==> src/rtl/ufm_seq_fetch_pkg.sv <==
// Shared types and constants for the UFM sequential fetcher.
//   state_e    : sequencer states (idle, fetching bytes, draining the FIFO)
//   UfmAddrW   : UFM byte address width
//   TimeoutMax : watchdog limit (used only when UFM_SEQ_TIMEOUT_EN is defined)
package ufm_seq_fetch_pkg;

  localparam int unsigned UfmAddrW   = 15;
  localparam int unsigned TimeoutMax = 255;

  typedef enum logic [1:0] {
    StIdle  = 2'd0,
    StFetch = 2'd1,
    StDrain = 2'd2
  } state_e;

endpackage

==> src/rtl/ufm_seq_fetch_if.sv <==
// Bus bundle for ufm_seq_fetch: command channel, output byte stream, status
// and the ufm_reader side.
//   slave  : sequencer view (drives cmd_ready, out_*, status, ufm_addr/read_en)
//   master : environment view (drives cmd_*, out_ready, ufm_data/ufm_valid)
interface ufm_seq_fetch_if
  import ufm_seq_fetch_pkg::*;
#(
  parameter int unsigned LenW = 16
);

  logic                cmd_valid;
  logic                cmd_ready;
  logic [UfmAddrW-1:0] cmd_addr;
  logic [LenW-1:0]     cmd_len;

  logic [7:0]          out_data;
  logic                out_valid;
  logic                out_ready;
  logic                out_last;

  logic                busy;
  logic                done;
  logic                err;

  logic [UfmAddrW-1:0] ufm_addr;
  logic                read_en;
  logic [7:0]          ufm_data;
  logic                ufm_valid;

  modport slave (
    input  cmd_valid, cmd_addr, cmd_len, out_ready, ufm_data, ufm_valid,
    output cmd_ready, out_data, out_valid, out_last, busy, done, err, ufm_addr, read_en
  );

  modport master (
    output cmd_valid, cmd_addr, cmd_len, out_ready, ufm_data, ufm_valid,
    input  cmd_ready, out_data, out_valid, out_last, busy, done, err, ufm_addr, read_en
  );

endinterface

==> src/rtl/ufm_seq_fetch_byte_fifo.sv <==
// Synchronous first-word-fall-through FIFO holding {last, data} entries.
//   clk_i/rst_ni : clock, synchronous active-low reset
//   flush_i      : drop all contents
//   push_i/wdata_i, pop_i/rdata_o : write and head-of-queue read
//   full_o/empty_o : registered occupancy flags
// Pushes while full and pops while empty are ignored.
module ufm_seq_fetch_byte_fifo #(
  parameter int unsigned Depth = 4,
  parameter int unsigned Width = 9
) (
  input  logic             clk_i,
  input  logic             rst_ni,
  input  logic             flush_i,
  input  logic             push_i,
  input  logic [Width-1:0] wdata_i,
  input  logic             pop_i,
  output logic [Width-1:0] rdata_o,
  output logic             full_o,
  output logic             empty_o
);

  localparam int unsigned AddrW = $clog2(Depth);

  logic [Width-1:0] mem_q [Depth];
  logic [AddrW-1:0] wr_ptr_q, rd_ptr_q;
  logic [AddrW:0]   count_q, count_d;
  logic             full_q, empty_q;
  logic             do_push, do_pop;

  assign do_push = push_i && !full_q && !flush_i;
  assign do_pop  = pop_i && !empty_q && !flush_i;

  always_comb begin
    count_d = count_q;
    if (flush_i) begin
      count_d = '0;
    end else if (do_push && !do_pop) begin
      count_d = count_q + (AddrW+1)'(1);
    end else if (!do_push && do_pop) begin
      count_d = count_q - (AddrW+1)'(1);
    end
  end

  always_ff @(posedge clk_i) begin
    if (!rst_ni) begin
      wr_ptr_q <= '0;
      rd_ptr_q <= '0;
      count_q  <= '0;
      full_q   <= 1'b0;
      empty_q  <= 1'b1;
    end else begin
      if (flush_i) begin
        wr_ptr_q <= '0;
        rd_ptr_q <= '0;
      end else begin
        if (do_push) wr_ptr_q <= wr_ptr_q + AddrW'(1);
        if (do_pop)  rd_ptr_q <= rd_ptr_q + AddrW'(1);
      end
      count_q <= count_d;
      full_q  <= (count_d == (AddrW+1)'(Depth));
      empty_q <= (count_d == '0);
    end
  end

  // Storage needs no reset: entries are only read while the FIFO is non-empty.
  always_ff @(posedge clk_i) begin
    if (do_push) mem_q[wr_ptr_q] <= wdata_i;
  end

  assign rdata_o = mem_q[rd_ptr_q];
  assign full_o  = full_q;
  assign empty_o = empty_q;

endmodule

==> src/rtl/ufm_seq_fetch.sv <==
// UFM sequential fetcher: accepts {start address, byte count} commands, walks
// ufm_addr/read_en across consecutive UFM bytes and streams the returned bytes
// out through a small FIFO with a last marker on the final byte.
//   clk, rst : clock, synchronous active-low reset
//   bus      : ufm_seq_fetch_if.slave (command, output stream, status, ufm_reader side)
// Optional feature: define UFM_SEQ_TIMEOUT_EN for an 8-bit stall watchdog that aborts
// the command with err=1; otherwise FETCH waits indefinitely and err stays 0.
module ufm_seq_fetch
  import ufm_seq_fetch_pkg::*;
#(
  parameter int unsigned LenW      = 16,
  parameter int unsigned FifoDepth = 4
) (
  input  logic            clk,
  input  logic            rst,
  ufm_seq_fetch_if.slave  bus
);

  state_e              state_q;
  logic [UfmAddrW-1:0] addr_q;
  logic [LenW-1:0]     rem_q;
  logic                done_q;
  logic                err_q;

  logic       cmd_ready, read_en, capture, pop, timeout;
  logic       fifo_full, fifo_empty;
  logic [8:0] fifo_head;

  // Masked during done so accept and done never share a cycle.
  assign cmd_ready = rst && (state_q == StIdle) && !done_q;
  assign read_en   = (state_q == StFetch) && !fifo_full;
  assign capture   = read_en && bus.ufm_valid;
  assign pop       = !fifo_empty && bus.out_ready;

`ifdef UFM_SEQ_TIMEOUT_EN
  logic [7:0] wdog_q;

  // Fires on the stall cycle that would bring the count to TimeoutMax.
  assign timeout = read_en && !bus.ufm_valid && (wdog_q == 8'(TimeoutMax - 1));

  always_ff @(posedge clk) begin
    if (!rst) begin
      wdog_q <= '0;
    end else if ((state_q != StFetch) || capture) begin
      wdog_q <= '0;
    end else if (read_en && !bus.ufm_valid) begin
      wdog_q <= wdog_q + 8'd1;
    end
  end
`else
  assign timeout = 1'b0;
`endif

  always_ff @(posedge clk) begin
    if (!rst) begin
      state_q <= StIdle;
      addr_q  <= '0;
      rem_q   <= '0;
      done_q  <= 1'b0;
      err_q   <= 1'b0;
    end else begin
      done_q <= 1'b0;
      unique case (state_q)
        StIdle: begin
          if (bus.cmd_valid && cmd_ready) begin
            addr_q <= bus.cmd_addr;
            rem_q  <= bus.cmd_len;
            err_q  <= 1'b0;
            if (bus.cmd_len == '0) done_q  <= 1'b1;
            else                   state_q <= StFetch;
          end
        end
        StFetch: begin
          if (timeout) begin
            err_q   <= 1'b1;
            done_q  <= 1'b1;
            state_q <= StIdle;
          end else if (capture) begin
            addr_q <= addr_q + UfmAddrW'(1);
            rem_q  <= rem_q - LenW'(1);
            if (rem_q == LenW'(1)) state_q <= StDrain;
          end
        end
        StDrain: begin
          if (pop && fifo_head[8]) begin
            done_q  <= 1'b1;
            state_q <= StIdle;
          end
        end
        default: state_q <= StIdle;
      endcase
    end
  end

  ufm_seq_fetch_byte_fifo #(
    .Depth (FifoDepth),
    .Width (9)
  ) u_fifo (
    .clk_i   (clk),
    .rst_ni  (rst),
    .flush_i (timeout),
    .push_i  (capture),
    .wdata_i ({(rem_q == LenW'(1)), bus.ufm_data}),
    .pop_i   (pop),
    .rdata_o (fifo_head),
    .full_o  (fifo_full),
    .empty_o (fifo_empty)
  );

  assign bus.cmd_ready = cmd_ready;
  assign bus.read_en   = read_en;
  assign bus.ufm_addr  = addr_q;
  assign bus.out_valid = !fifo_empty;
  assign bus.out_data  = fifo_head[7:0];
  assign bus.out_last  = fifo_head[8];
  assign bus.busy      = (state_q != StIdle);
  assign bus.done      = done_q;
  assign bus.err       = err_q;

endmodule

==> src/flat_wrapper.sv <==
// flat-port wrapper written by rule: the top's interface ports become plain ports
module ufm_seq_fetch_flat import ufm_seq_fetch_pkg::*;
#(
  parameter int unsigned LenW      = 16,
  parameter int unsigned FifoDepth = 4
)
  (clk, rst, bus_cmd_valid, bus_cmd_addr, bus_cmd_len, bus_out_ready, bus_ufm_data, bus_ufm_valid, bus_cmd_ready, bus_out_data, bus_out_valid, bus_out_last, bus_busy, bus_done, bus_err, bus_ufm_addr, bus_read_en);
  ufm_seq_fetch_if #(.LenW(LenW)) bus_i ();
  input  logic clk;
  input  logic rst;
  input wire logic [$bits(bus_i.cmd_valid)-1:0] bus_cmd_valid;
  input wire logic [$bits(bus_i.cmd_addr)-1:0] bus_cmd_addr;
  input wire logic [$bits(bus_i.cmd_len)-1:0] bus_cmd_len;
  input wire logic [$bits(bus_i.out_ready)-1:0] bus_out_ready;
  input wire logic [$bits(bus_i.ufm_data)-1:0] bus_ufm_data;
  input wire logic [$bits(bus_i.ufm_valid)-1:0] bus_ufm_valid;
  output wire logic [$bits(bus_i.cmd_ready)-1:0] bus_cmd_ready;
  output wire logic [$bits(bus_i.out_data)-1:0] bus_out_data;
  output wire logic [$bits(bus_i.out_valid)-1:0] bus_out_valid;
  output wire logic [$bits(bus_i.out_last)-1:0] bus_out_last;
  output wire logic [$bits(bus_i.busy)-1:0] bus_busy;
  output wire logic [$bits(bus_i.done)-1:0] bus_done;
  output wire logic [$bits(bus_i.err)-1:0] bus_err;
  output wire logic [$bits(bus_i.ufm_addr)-1:0] bus_ufm_addr;
  output wire logic [$bits(bus_i.read_en)-1:0] bus_read_en;
  assign bus_i.cmd_valid = bus_cmd_valid;
  assign bus_i.cmd_addr = bus_cmd_addr;
  assign bus_i.cmd_len = bus_cmd_len;
  assign bus_i.out_ready = bus_out_ready;
  assign bus_i.ufm_data = bus_ufm_data;
  assign bus_i.ufm_valid = bus_ufm_valid;
  assign bus_cmd_ready = bus_i.cmd_ready;
  assign bus_out_data = bus_i.out_data;
  assign bus_out_valid = bus_i.out_valid;
  assign bus_out_last = bus_i.out_last;
  assign bus_busy = bus_i.busy;
  assign bus_done = bus_i.done;
  assign bus_err = bus_i.err;
  assign bus_ufm_addr = bus_i.ufm_addr;
  assign bus_read_en = bus_i.read_en;
  ufm_seq_fetch #(.LenW(LenW), .FifoDepth(FifoDepth)) u_core (.clk(clk), .rst(rst), .bus(bus_i));
endmodule
==> config.mk <==
export PLATFORM = sky130hd
export DESIGN_NAME = ufm_seq_fetch_flat
export DESIGN_NICKNAME = d
export VERILOG_FILES = /design/src/rtl/ufm_seq_fetch_pkg.sv /design/src/rtl/ufm_seq_fetch_if.sv /design/src/rtl/ufm_seq_fetch_byte_fifo.sv /design/src/rtl/ufm_seq_fetch.sv /design/src/flat_wrapper.sv
export SDC_FILE = /design/constraint.sdc
export NUM_CORES = 1
export LEC_CHECK = 0
export CAP_MARGIN = 40
export CORE_MARGIN = 2
export CORE_UTILIZATION = 30
export DETAILED_ROUTE_END_ITERATION = 7
export PLACE_DENSITY = 0.58
export SETUP_SLACK_MARGIN = 0.4
export SLEW_MARGIN = 10
export SYNTH_ARGS = -nofsm -noshare
export SYNTH_HDL_FRONTEND = slang
export SYNTH_HIERARCHICAL = 1
export SYNTH_SLANG_ARGS = --single-unit
==> constraint.sdc <==
create_clock -name clk -period 3.95 [get_ports clk]
set_clock_uncertainty 0.2 [all_clocks]
set_input_delay 0.5925 -clock clk [delete_from_list [all_inputs] [get_ports clk]]
set_output_delay 0.5925 -clock clk [all_outputs]
set_load 0.01 [all_outputs]
---- Word level (Yosys, flattened, before mapping) ----
Memories as Yosys holds them, arrays and structs flattened. A register that Yosys moved wholly into a read port is not among the register bits.
Cells that the tools add are included.
word-level totals
  flip-flop bits (word level) ............. 43
  bits in writable memories ............... 36
  bits of input ports ..................... 44
  output and inout port bits .............. 30
  logic and storage cells ................. 70
  memories kept ........................... 1
operators by class
  add/sub/neg operators ................... 6
  equal/unequal tests ..................... 9
  multiplexer cells ....................... 22
  reductions and logical operators ........ 23
memory list
  name                 depth  bits a word  rd ports  clocked after memory_dff  write ports  line                           text
  u_core.u_fifo.mem_q  4      9            1         1                         1            ufm_seq_fetch_byte_fifo.sv:24  logic [Width-1:0] mem_q [Depth];
operator list
  operator                                              count
  2-to-1 mux 16 bit                                     2
  case mux 16 bit (2 select lines)                      1
  2-to-1 mux 15 bit                                     2
  case mux 15 bit (2 select lines)                      1
  equality test 16 x 1 -> 1 bit, second input constant  1
  zero test 16 bit                                      1
  subtractor 16 x 1 -> 16 bit, second input constant    1
  adder 15 x 1 -> 15 bit, second input constant         1
  2-to-1 mux 2 bit                                      7
  logical AND 1 bit                                     11
  inequality test 2 bit, second input constant          4
  2-to-1 mux 3 bit                                      2
  case mux 2 bit (3 select lines)                       1
  zero test 1 bit                                       5
  2-to-1 mux 1 bit                                      5
  AND reduction 5 bit                                   1
  adder 2 x 1 -> 2 bit, second input constant           2
  nonzero test 2 bit                                    2
  adder 3 x 1 -> 3 bit, second input constant           1
  equality test 3 bit, second input constant            1
  zero test 3 bit                                       1
  AND reduction 3 bit                                   1
  subtractor 3 x 1 -> 3 bit, second input constant      1
  equality test 2 x 1 -> 1 bit, second input constant   1
  other kinds (4)                                       4

---- Depth between registers and ports, before layout ----
Gate-level depths: netlist of run 1.
  depth after elaboration ................. 9
  gate-level depth with buffers ........... 8
  mapped depth without buffers ............ 6

---- Hierarchy ----
The synthesis of run 1 kept the hierarchy.
by module, submodules not included
  module                   times used  cells each  area each (um^2)  seq. area each (um^2)
  ufm_seq_fetch            1           307         2331.0            680.7
  ufm_seq_fetch_byte_fifo  1           110         1895.6            1301.2

---- Least setup slack after synthesis of run 1 ----
No wires, ideal clock.
  kind .................................... reg2reg
  start ................................... reg u_core.state_q[0]
  end ..................................... mem u_core.u_fifo.mem_q[0][0] (enable)
  library setup time ...................... 0.337 ns
  arrival time ............................ 1.603 ns
  data required time ...................... 3.413 ns
  setup slack ............................. 1.810 ns
  cell stages (with the launch flop) ...... 7
  path buffers ............................ 2
  period minus slack after synthesis ...... 2.140 ns
  cell sequence ........................... dfxtp_1 -> clkbuf_1 -> nand2b_1 -> buf_2 -> nor2_1 -> nor3b_4 -> and2_1
between the ends
  longest elaborated chain between the ends .. 6
RTL lines
  what                                    line                           text
  from (decl)                             ufm_seq_fetch.sv:19            state_e state_q;
  from (signal assigned)                  ufm_seq_fetch.sv:56            state_q <= StIdle;
  from (signal assigned)                  ufm_seq_fetch.sv:70            else state_q <= StFetch;
  from (signal assigned)                  ufm_seq_fetch.sv:77            state_q <= StIdle;
  equality test 2 x 1 -> 1 bit            ufm_seq_fetch.sv:31            assign read_en = (state_q == StFetch) && !fifo_full;
  logical AND 1 bit                       ufm_seq_fetch.sv:31
  logical AND 1 bit                       ufm_seq_fetch.sv:32            assign capture = read_en && bus.ufm_valid;
  net u_core.capture                      ufm_seq_fetch.sv:25            logic cmd_ready, read_en, capture, pop, timeout;
  logical AND 1 bit                       ufm_seq_fetch_byte_fifo.sv:30  assign do_push = push_i && !full_q && !flush_i;
  2-to-1 mux 1 bit                        ufm_seq_fetch_byte_fifo.sv:67  if (do_push) mem_q[wr_ptr_q] <= wdata_i;
  2-to-1 mux 1 bit (implied by the code)  ufm_seq_fetch_byte_fifo.sv:67
  to (decl)                               ufm_seq_fetch_byte_fifo.sv:24
The timed path passes the listed nets, and every way through them passes these cells.

---- Worst setup path in the final report of run 1 ----
  start ................................... reg u_core.state_q[0]
  end ..................................... out bus_read_en
between the ends
  longest elaborated chain between the ends .. 2
RTL lines
  what                          line                 text
  equality test 2 x 1 -> 1 bit  ufm_seq_fetch.sv:31
  logical AND 1 bit             ufm_seq_fetch.sv:31
  to (decl)                     flat_wrapper.sv:25   output wire logic [$bits(bus_i.read_en)-1:0] bus_read_en;
Every way passes these cells.

==> results.md, run 1 <==
- Largest net degree at the start of global routing: 31
- Number of sinks on the clock net: just over 80
- Origin of the critical flop-to-flop path: u_core/state_q[0]
- CP Max Fanout: 30
- Vias per cell: 5.54
- Dominant register cell in the synthesized netlist: dfxtp_1
- Fin worst setup slack: 0.970 ns
- Most frequent cells in the layout: 72 x clkdlybuf4s50_1, 45 x dfxtp_1, 36 x edfxtp_1
- Number of buffers added by the clock tree synthesis step: 9
- Syn Std Cell Area: 4230 um2
- Critical path data arrival time: ~2.2 ns
- H-Tree Depth: 3
- Ratio of final minimum period to clock period: 75.5%
- Source of the worst hold timing path: u_core/rem_q[12]
- Antenna violations before repair: 0
- Max-capacitance violation count: 0
- Post-synthesis sequential element count: 81
- Placed Cells: around 650
- Count of endpoints failing hold in the final timing report: 0
- Outcome: finished, final reports clean
- DP Wirelength: 8060 um
- Most frequent standard cell in the layout excluding fill and tap cells: clkdlybuf4s50_1
- Element type at the critical path end: primary output
- Clock transition time at the flip-flop clock pins of the worst setup and hold paths: 0.06 ns
- Clock tree from TritonCTS: built
- Overall die width: 123 um
- Per-cell routed wire length: 17.3 um
- Required time worst endpoint: 3.16 ns
- Startpoint of the worst setup timing path: u_core/state_q[0]
- Bufs and invs on worst path: 1
- Family with the most delay on the worst path: simple AND/OR/NAND/NOR gates
- Total negative slack for setup checks: 0 ns
- Global routing usage summed across all routing layers: 15.8%
- Number of pins exceeding their max-slew limit in the final report: 0
- Synth-to-layout area growth: 28.6%
- Fill cell instance count of the final layout: between 1,000 and 1,500
- PD cells: around 420 nW/um2
- Synthesis warning total: 6
- Worst-path cell chain: nand2b_2, nor2_1, clkdlybuf4s50_1
- Setup-violating endpoint count in the final report: 0
- Residual DRC count: 0
- Share of cells above drive strength 1: 8.98%
- VDD IR-drop max: ~0.00027 V
- Final period demand of the worst path: 2.98 ns
- Maximum clock path buffer count: 2
- Clock network latency to the later pin of the worst-skew pair: 0.34 ns
- Slew HR: a little under two fifths
- Max Clk Rate: 0.336 GHz
- Unrepaired setup endpoints after global routing: false
- Placeable core region: 13,800 um2
- Setup slack at placement: 1.00 ns
- Floorplan die height: 123 um
- Diodes inserted: 0
- Overall die area: 15,100 um2
- Master cell of the clock root buffer: clkbuf_16
- Wire length of the first global-routing pass: about 19,000 um
- Startpoint types: flop
- Post-CTS Hold Fix Bufs: 0
- Number of library cell types mapped by synthesis: 76
- DR iter-0 viols: 371
- Class of the tightest hold or removal check: flop to flop
- Critical path start-end classification: flop to primary output
- Slowest stage cell, crit path: clkdlybuf4s50_1
- Number of synthesized flops with an enable pin: 36
- Number of core rows: 43
- Number of instances in the synthesized netlist: between 400 and 500
- IO Pins: 74
- Via count of the first global-routing pass: 3,636
- Slew @ Worst Pin: just over 0.9 ns
- Effective utilization at floorplan: 30.6%
- Leakage: between 1.5 and 2 nW
- Resized cells post-CTS: 0
- Number of optimization iterations in the first detailed-route pass: 5
- Final antenna-violating net count: 0
- Routability Congestion: 0.845
- Ys async rst share: 0%
- Aggregate global routing overflow: 0
- Number of standard cells in the final layout excluding fillers: 670
- Count of nets after finishing: 538
- Sequential cell area fraction in the yosys report: around 47%
- Via count: 3,710
- Total wirelength of the detailed-routed design: 11,600 um
- Peak per-stage delay on the critical path: 0.57 ns
- Number of input and output port buffers inserted: 72
- Number of buffers inserted by post-CTS setup repair: 0
- Mean post-synth cell area: 10.1 um2
where the power goes:
| part | internal (mW) | switching, mW | leakage, nW |
|---|---|---|---|
| registers | 0.920 | 0.0558 | 0.688 |
| logic | 0.217 | 0.278 | 1.01 |
| clock network | 0.436 | 0.356 | 0.136 |
area by class of cell:
cell class | count | area, um2 | area share [%]
inverters | 15 | 56.3 | 1.04
flip-flops and latches | 81 | 1980 | 36.5
clock inverters | 6 | 50.0 | 0.921
multi-input cells | 298 | 2100 | 38.6
well taps | 180 | 225 | 4.14
clock buffers | 10 | 229 | 4.21
repair buffers | 80 | 796 | 14.6
through the flow:
step	hold WS [ns]	util (%)	power [mW]	instance area, um2
final	0.290	39.3	2.26	5440
after global routing	0.315	39.3	2.37	5440
after CTS	0.290	39.3	2.28	5440
after detailed placement	0.282	37.3	1.48	5160
after global placement	0.278	37.1	1.46	5130
after floorplan	0.258	-	1.28	4240
synthesized netlist by cell type (all sizes together) (10+ instances only):
library cell  instances  area share [%]
dfxtp                45              21
nor3                 14             1.8
clkbuf               20             1.8
o31ai                10             1.8
o21ai                10             1.2
nand2                34             3.0
nor2                 28             2.5
edfxtp               36              26
a21oi                19             2.2
nor4                 11             1.6
a31oi                13             1.9
inv                  15             1.3
path summary, 6_finish.rpt:
| path | cells after the start | endpoint | slack, ns |
|---|---|---|---|
| max | 3 | bus_read_en | 0.97 |
| min | 2 | u_core/rem_q[12] | 0.29 |
| max reg2reg | 4 | u_core/u_fifo/mem_q[0][3] | 1.14 |
| min reg2reg | 2 | u_core/rem_q[12] | 0.29 |
worst register-to-register path, cell delays in order, from the launching register on:
cell and delay [ns]:
dfxtp_1 0.56, nand2b_2 0.43, nor2_1 0.42, nor3b_4 0.33, and2_1 0.51
layer usage:
layer / routed length (um) / GRT usage, % / up-vias / part of all wire [%]
met1: 5250 / 21.7 / 1789 / 45
met3: 858 / 3.67 / 16 / 7.4
met5: 0 / 0 / - / 0
li1: - / - / 1741 / -
met2: 5310 / 24.5 / 164 / 46
met4: 153 / 5.46 / 0 / 1.3
flip-flops by register name (all words and copies together) (netlist names), named ones only:
name and count:
u_core/u_fifo/count_q 3, u_core/u_fifo/full_o 1, u_core/u_fifo/rd_ptr_q 2, u_core/rem_q 16, u_core/bus.ufm_addr 15, u_core/u_fifo/wr_ptr_q 2
u_core/bus.done 1, u_core/state_q 2, u_core/u_fifo/mem_q 36, u_core/u_fifo/empty_o 1
cells by family after synthesis:
logic type | after synthesis | synth area share, %
AND/OR/NAND/NOR | 156 | 20.5
buffers and inverters | 42 | 3.91
flip-flops | 81 | 46.9
other | 1 | 0.0887
adder cells (fa/ha/maj) | 9 | 2.66
AO/OA/AOI/OAI | 111 | 19.1
multiplexers | 12 | 5.62
XOR/XNOR | 5 | 1.21
Power figures use the tool's default switching activity.
==> inputs of run 2 (changes only) <==
Settings changed: PLACE_DENSITY 0.58 to 0.6.
Clock period 3.95 ns to 2.5 ns, I/O delays scaled along.
==> run 2 against run 1 <==
  * Combinational power grew 76%
  * Total power grew 63%
  * Worst setup slack lost 0.61 ns
  * Utilization grew 2.0 points
  * Clock power grew 60%
  * Sequential power grew 58%
  * Highest routed layer unchanged
  * Critical path depth grew 1
  * Global-route usage is essentially flat
==> results.md, run 2 (synthesized netlist as in run 1, its figures left out) <==
- Bufs and invs on worst path: 3
- VDD IR-drop max: approximately 0.00028 V
- Residual DRC count: 0
- Critical path start-end classification: flop to primary output
- Switching pwr: 1.12 mW
- Number of pins exceeding their max-slew limit in the final report: 0
- Layer carrying the most global-route usage: met2
- Combinational fraction of design power: about a quarter
- Flop pwr share: a little over two fifths
- Slew HR: around 57%
- GR Util met3: under 10%
- Overall die area: 15,100 um2
- DP Wirelength: roughly 8000 um
- Effective utilization at floorplan: 30.6%
- Number of sinks on the clock net: ~80
- Number of core rows: 43
- Master cell of the clock root buffer: clkbuf_16
- Antenna violations before repair: 0
- Vias per cell: 5.36
- Area post-placement: 5310 um2
- Largest register by flop count: u_core/u_fifo/mem_q
- Clock tree from TritonCTS: built
- Element type at the critical path end: primary output
- Via count of the first global-routing pass: 3,654
- Aggregate global routing overflow: 0
- Number of standard cells in the final layout excluding fillers: ~700
- Wire length of the first global-routing pass: 18,500 um
- Proportion of power drawn by the clock network: 34.5%
- DR iter-0 viols: 279
- IO Pins: 74
- Count of nets after finishing: about 570
- Post-Route Hold Slack: 0.287 ns
- Outcome: finished, final reports clean
- Maximum clock path buffer count: 2
- Max-capacitance violation count: 0
- Most frequent standard cell in the layout excluding fill and tap cells: clkdlybuf4s50_1
- Number of optimization iterations in the first detailed-route pass: 5
- Placed Cells: 674
- Via count: 3,739
- Ratio of final minimum period to clock period: 85.5%
- Leakage: between 2 and 2.5 nW
- Total wirelength of the detailed-routed design: 11,600 um
- Global routing usage summed across all routing layers: 15.9%
- Clock network latency to the later pin of the worst-skew pair: around 0.34 ns
- Critical path data arrival time: 1.56 ns
- Startpoint types: flop
- Area of the multi-input gates: 2160 um2
- Slew @ Worst Pin: 0.642 ns
- Required time worst endpoint: approximately 1.9 ns
- Peak per-stage delay on the critical path: 0.52 ns
- Placeable core region: about 14,000 um2
- Number of buffers added by the clock tree synthesis step: 9
- Largest net degree at the start of global routing: 56
- Share of cells above drive strength 1: 20.7%
- Overall die width: 123 um
- Setup-violating endpoint count in the final report: 0
- Class of the tightest hold or removal check: flop to flop
- Count of endpoints failing hold in the final timing report: 0
- PD cells: 645 nW/um2
- Total negative slack for setup checks: 0 ns
- Diodes inserted: 0
- Met1 track utilization from global routing: a little over a fifth
- Per-cell routed wire length: 16.6 um
- Storage element area: 1990 um2
- Switching share of power: 30.4%
- Int Power: roughly 2.6 mW
- Family with the most delay on the worst path: multiplexers
- Max Clk Rate: around 0.47 GHz
- Final antenna-violating net count: 0
- Clock transition time at the flip-flop clock pins of the worst setup and hold paths: 0.06 ns
- Final period demand of the worst path: 2.14 ns
- Number of input and output port buffers inserted: 72
- Total power: 3.69 mW
- Routability Congestion: 0.873
- Final Cell Area: 5710 um2
- Slowest stage cell, crit path: mux4_2
- Unrepaired setup endpoints after global routing: true
- Met2 Resource Use GR: 24.9%
- Worst-path cell chain: buf_6, buf_6, mux4_2, buf_6
- H-Tree Depth: 3
- Most frequent cells in the layout: 60 x clkdlybuf4s50_1, 37 x dfxtp_1, 36 x edfxtp_1
- Fill cell instance count of the final layout: 1,336
- Synth-to-layout area growth: 35.2%
- Most used cell, CP: buf_6
- Flip-flop count of the largest register after layout: 36
- Floorplan die height: around 120 um
- CP Max Fanout: 7
run 2: cell types whose count changed in the layout (fill, tap and decap cells not counted), moves of 6 or more:
cell	change
buf_4	+27
clkdlybuf4s50_1	-12
dfxtp_1	-8
dfxtp_2	+7
buf_6	+6
run 2: what timing repair did:
item	in CTS	in global routing
resized for setup	48	19
endpoints found under the setup margin	15	19
hold buffers	0	0
setup buffers	7	1
pin swaps	1	3
run 2: through the flow:
stage / utilization (%) / setup WS (ns)
4_1_cts: 40.9 / 0.219
5_1_grt: 41.3 / 0.303
3_3_place_gp: 38.4 / 0.180
3_5_place_dp: 38.4 / 0.136
2_1_floorplan: - / 0.449
6_report: 41.3 / 0.362
run 2: power by group through the flow:
stage	Combinational [mW]	Clock, mW	Sequential, mW
2_1_floorplan	0.466	0	1.55
3_3_place_gp	0.816	0	1.56
3_5_place_dp	0.824	0	1.57
4_1_cts	0.834	1.31	1.54
5_1_grt	0.952	1.36	1.55
6_report	0.873	1.27	1.54
run 2: routing by layer:
metal  vias to the layer above  share of wire [%]
met5                         -                  0
met4                         0                1.7
met3                        15                5.6
met2                       137                 46
met1                      1785                 47
li1                       1802                  -
run 2: final cells by class:
| class | count | area share, % |
|---|---|---|
| multi-input cells | 298 | 37.8 |
| clock buffers | 9 | 3.94 |
| flip-flops and latches | 81 | 34.9 |
| inverters | 15 | 0.985 |
| well taps | 180 | 3.94 |
| repair buffers | 108 | 17.3 |
| clock inverters | 7 | 1.12 |
run 2: worst paths after layout:
path                            to  cells past startpoint  slack (ns)       startpoint
hold reg to reg    u_core/rem_q[8]                      2        0.29  u_core/rem_q[8]
hold / removal     u_core/rem_q[8]                      2        0.29  u_core/rem_q[8]
setup / recovery   bus_out_data[2]                      4        0.36             flop
setup reg to reg  u_core/rem_q[13]                      4        0.46  u_core/rem_q[8]
run 2: worst reg2reg max path, cell delays in order, from the launching register on:
cell      delay [ns]
dfxtp_2         0.33
or4_4           0.58
or4_4           0.55
a211oi_2        0.19
o22ai_1         0.08
==> inputs of run 3 (changes only) <==
Settings changed: ABC_AREA set to 1.
==> run 3 against run 2 <==
  * Combinational power rose to 3.0 times the previous value
  * Maximum frequency increased by 7.2%
  * Global-route usage is 0.87 points lower
  * Synthesized area increased by 4.6%
  * Clock-buffer cell count did not move
  * Non-clock buffer count fell by 21
  * Via count up 9.2%
  * Total power grew 62%
  * Sequential power grew 27%
  * Synthesized cell count up 47%
  * Critical path depth shrank 1
  * First-iteration DRC count shrank 2.2%
  * Largest cell class unchanged
  * Highest routed layer unchanged
==> results.md, run 3 <==
- Leakage: 2.32 nW
- Synth-to-layout area growth: 29.4%
- Overall die width: between 100 and 150 um
- Number of standard cells in the final layout excluding fillers: 886
- Syn Std Cell Area: around 4400 um2
- Endpoint of the lowest-slack register-to-register path: u_core/state_q[0]
- Number of input and output port buffers inserted: 72
- Startpoint types: flop
- Post-synthesis sequential element count: a little over 80
- R2R depth: 9
- Total power: 5.99 mW
- IO Pins: 74
- Number of sinks on the clock net: approximately 80
- Critical path data arrival time: 1.42 ns
- Slew @ Worst Pin: just under 0.6 ns
- Max Clk Rate: 0.501 GHz
- Worst-path cell chain: nor2_1, inv_1, clkdlybuf4s50_1
- Required time worst endpoint: 1.92 ns
- Placeable core region: 14,500 um2
- Largest net degree at the start of global routing: 31
- Clock tree from TritonCTS: built
- Outcome: finished, final reports clean
- Family with the most delay on the worst path: buffers and inverters
- Antenna violations before repair: 0
- Total negative slack for setup checks: 0 ns
- Routability Congestion: 0.861
- Critical path start-end classification: flop to primary output
- Vias per cell: ~4.6
- Combinational fraction of design power: 43.4%
- Flop pwr share: roughly a third
- Via count: 4,083
- Cell with the most instances after synthesis: nand2_1
- Switching share of power: 41.0%
- Top area cells in the synthesized netlist: edfxtp_1 24%, dfxtp_1 20%, nand2_1 13%
- Biggest area consumer among synthesized cells: edfxtp_1
- Final period demand of the worst path: 2.00 ns
- Mean post-synth cell area: 7.20 um2
- DP Wirelength: approximately 8500 um
- Floorplan die height: 125 um
- Share of cells above drive strength 1: a little under a tenth
- Yosys top cell area share: 24.4%
- Master cell of the clock root buffer: clkbuf_16
- Most frequent cells in the layout: 148 x nand2_1, 118 x nor2_1, 61 x clkdlybuf4s50_1, 61 x inv_1, 42 x dfxtp_1
- Maximum clock path buffer count: 2
- Setup slack at placement: 0.219 ns
- Number of buffers inserted by post-CTS setup repair: 0
- Peak per-stage delay on the critical path: 0.53 ns
- Int Power: 3.53 mW
- Final core area utilization: 39.5%
- PD cells: between 1000 and 1500 nW/um2
- Overall die area: 15,700 um2
- Unrepaired setup endpoints after global routing: false
- Dominant register cell in the synthesized netlist: dfxtp_1
- Max-capacitance violation count: 0
- Flip-flop count of the largest register after layout: 36
- Most frequent standard cell in the layout excluding fill and tap cells: nand2_1
- Startpoint of the worst setup timing path: u_core/state_q[1]
- Number of synthesized flops with an enable pin: 36
- DR iter-0 viols: around 270
- Diodes inserted: 0
- Setup-violating endpoint count in the final report: 0
- Synthesis warning total: 6
- Global routing usage summed across all routing layers: 15.0%
- Stages on the worst setup path: 3
- Aggregate global routing overflow: 0
- Slowest stage cell, crit path: clkdlybuf4s50_1
- Class of the tightest hold or removal check: flop to flop
- VDD IR-drop max: 0.000504 V
- Post-Route Hold Slack: 0.293 ns
- Number of core rows: 44
- Post-CTS Hold Fix Bufs: 0
- Ratio of final minimum period to clock period: 79.8%
- Sequential cell area fraction in the yosys report: 44.8%
- Count of nets after finishing: 750
- Slew HR: 60.8%
- Clock network latency to the later pin of the worst-skew pair: 0.34 ns
- Leading cell types by count after synthesis: 148 x nand2_1, 122 x nor2_1, 62 x inv_1, 45 x dfxtp_1, 40 x o21ai_0
- CP Max Fanout: 3
- Residual DRC count: 0
- Total wirelength of the detailed-routed design: ~12,000 um
- Switching pwr: around 2.5 mW
- Proportion of power drawn by the clock network: between 20% and 30%
- Number of instances in the synthesized netlist: 614
- Count of endpoints failing hold in the final timing report: 0
- Number of library cell types mapped by synthesis: 32
- Via count of the first global-routing pass: 3,869
- Ys async rst share: 0%
- Final Cell Area: approximately 5700 um2
- Number of buffers added by the clock tree synthesis step: 9
- Number of pins exceeding their max-slew limit in the final report: 0
- Fin worst setup slack: 0.505 ns
- Element type at the critical path end: primary output
- Clock transition time at the flip-flop clock pins of the worst setup and hold paths: 0.06 ns
- Origin of the critical flop-to-flop path: u_core/state_q[0]
- H-Tree Depth: 3
- Largest register by flop count: u_core/u_fifo/mem_q
- Crit path capture: bus_busy
- Worst-case register-to-register setup slack: 0.62 ns
- Final antenna-violating net count: 0
- Bufs and invs on worst path: 2
- Effective utilization at floorplan: between 30% and 40%
- Number of optimization iterations in the first detailed-route pass: 5
- Placed Cells: 870
- Wire length of the first global-routing pass: 19,000 um
- Per-cell routed wire length: 13.0 um
- Area post-placement: 5400 um2
## run 3: worst min-delay path by stage
| stage | to | depth (start not counted) | startpoint | slack (ns) |
|---|---|---|---|---|
| floorplan | u_core/u_fifo/empty_o | 1 | rst | 0.24 |
| global placement | u_core/rem_q[15] | 2 | u_core/rem_q[15] | 0.27 |
| detailed placement | u_core/rem_q[15] | 2 | u_core/rem_q[15] | 0.28 |
| CTS | u_core/rem_q[15] | 2 | u_core/rem_q[15] | 0.29 |
| global route | u_core/rem_q[15] | 2 | u_core/rem_q[15] | 0.33 |
| finish | u_core/rem_q[15] | 2 | u_core/rem_q[15] | 0.29 |
## run 3: power by group through the flow
stage          Clock (mW)  Combinational [mW]  Sequential, mW
2_1_floorplan           0                1.83            1.94
3_3_place_gp            0                2.60            1.98
3_5_place_dp            0                2.61            1.97
4_1_cts              1.49                2.61            1.95
5_1_grt              1.54                2.98            1.99
6_report             1.44                2.60            1.95
## run 3: cells by family after synthesis
group | share of synthesized area, %
AO/OA/AOI/OAI | 12.3
XOR/XNOR | 0.198
adder cells (fa/ha/maj) | 2.55
buffers and inverters | 8.83
flip-flops | 44.8
other | 0.0848
AND/OR/NAND/NOR | 31.2
## run 3: tightest hold or removal path, cell delays in order, from the launching register on
cell     delay [ns]
dfxtp_1        0.32
nand2_1        0.07
a21oi_1        0.06
## run 3: timing repair
item / in CTS / in global routing
pin swaps: 0 / 3
endpoints found under the hold margin: 0 / 0
resized for setup: 16 / 10
endpoints found under the setup margin: 11 / 8
## run 3: area by class of cell
type	count	area, um2
Clock inverter	7	98.8
Sequential cell	81	1990
Fill cell	1508	8760
Timing Repair Buffer	87	832
Clock buffer	9	225
Tap cell	184	230
Inverter	70	265
Multi-Input combinational cell	448	2080
## run 3: layer usage
metal | global-route usage (%) | share of wire [%]
met5 | 0 | 0
met4 | 4.64 | 1.5
met3 | 3.81 | 6.0
met1 | 19.9 | 47
met2 | 24.1 | 46
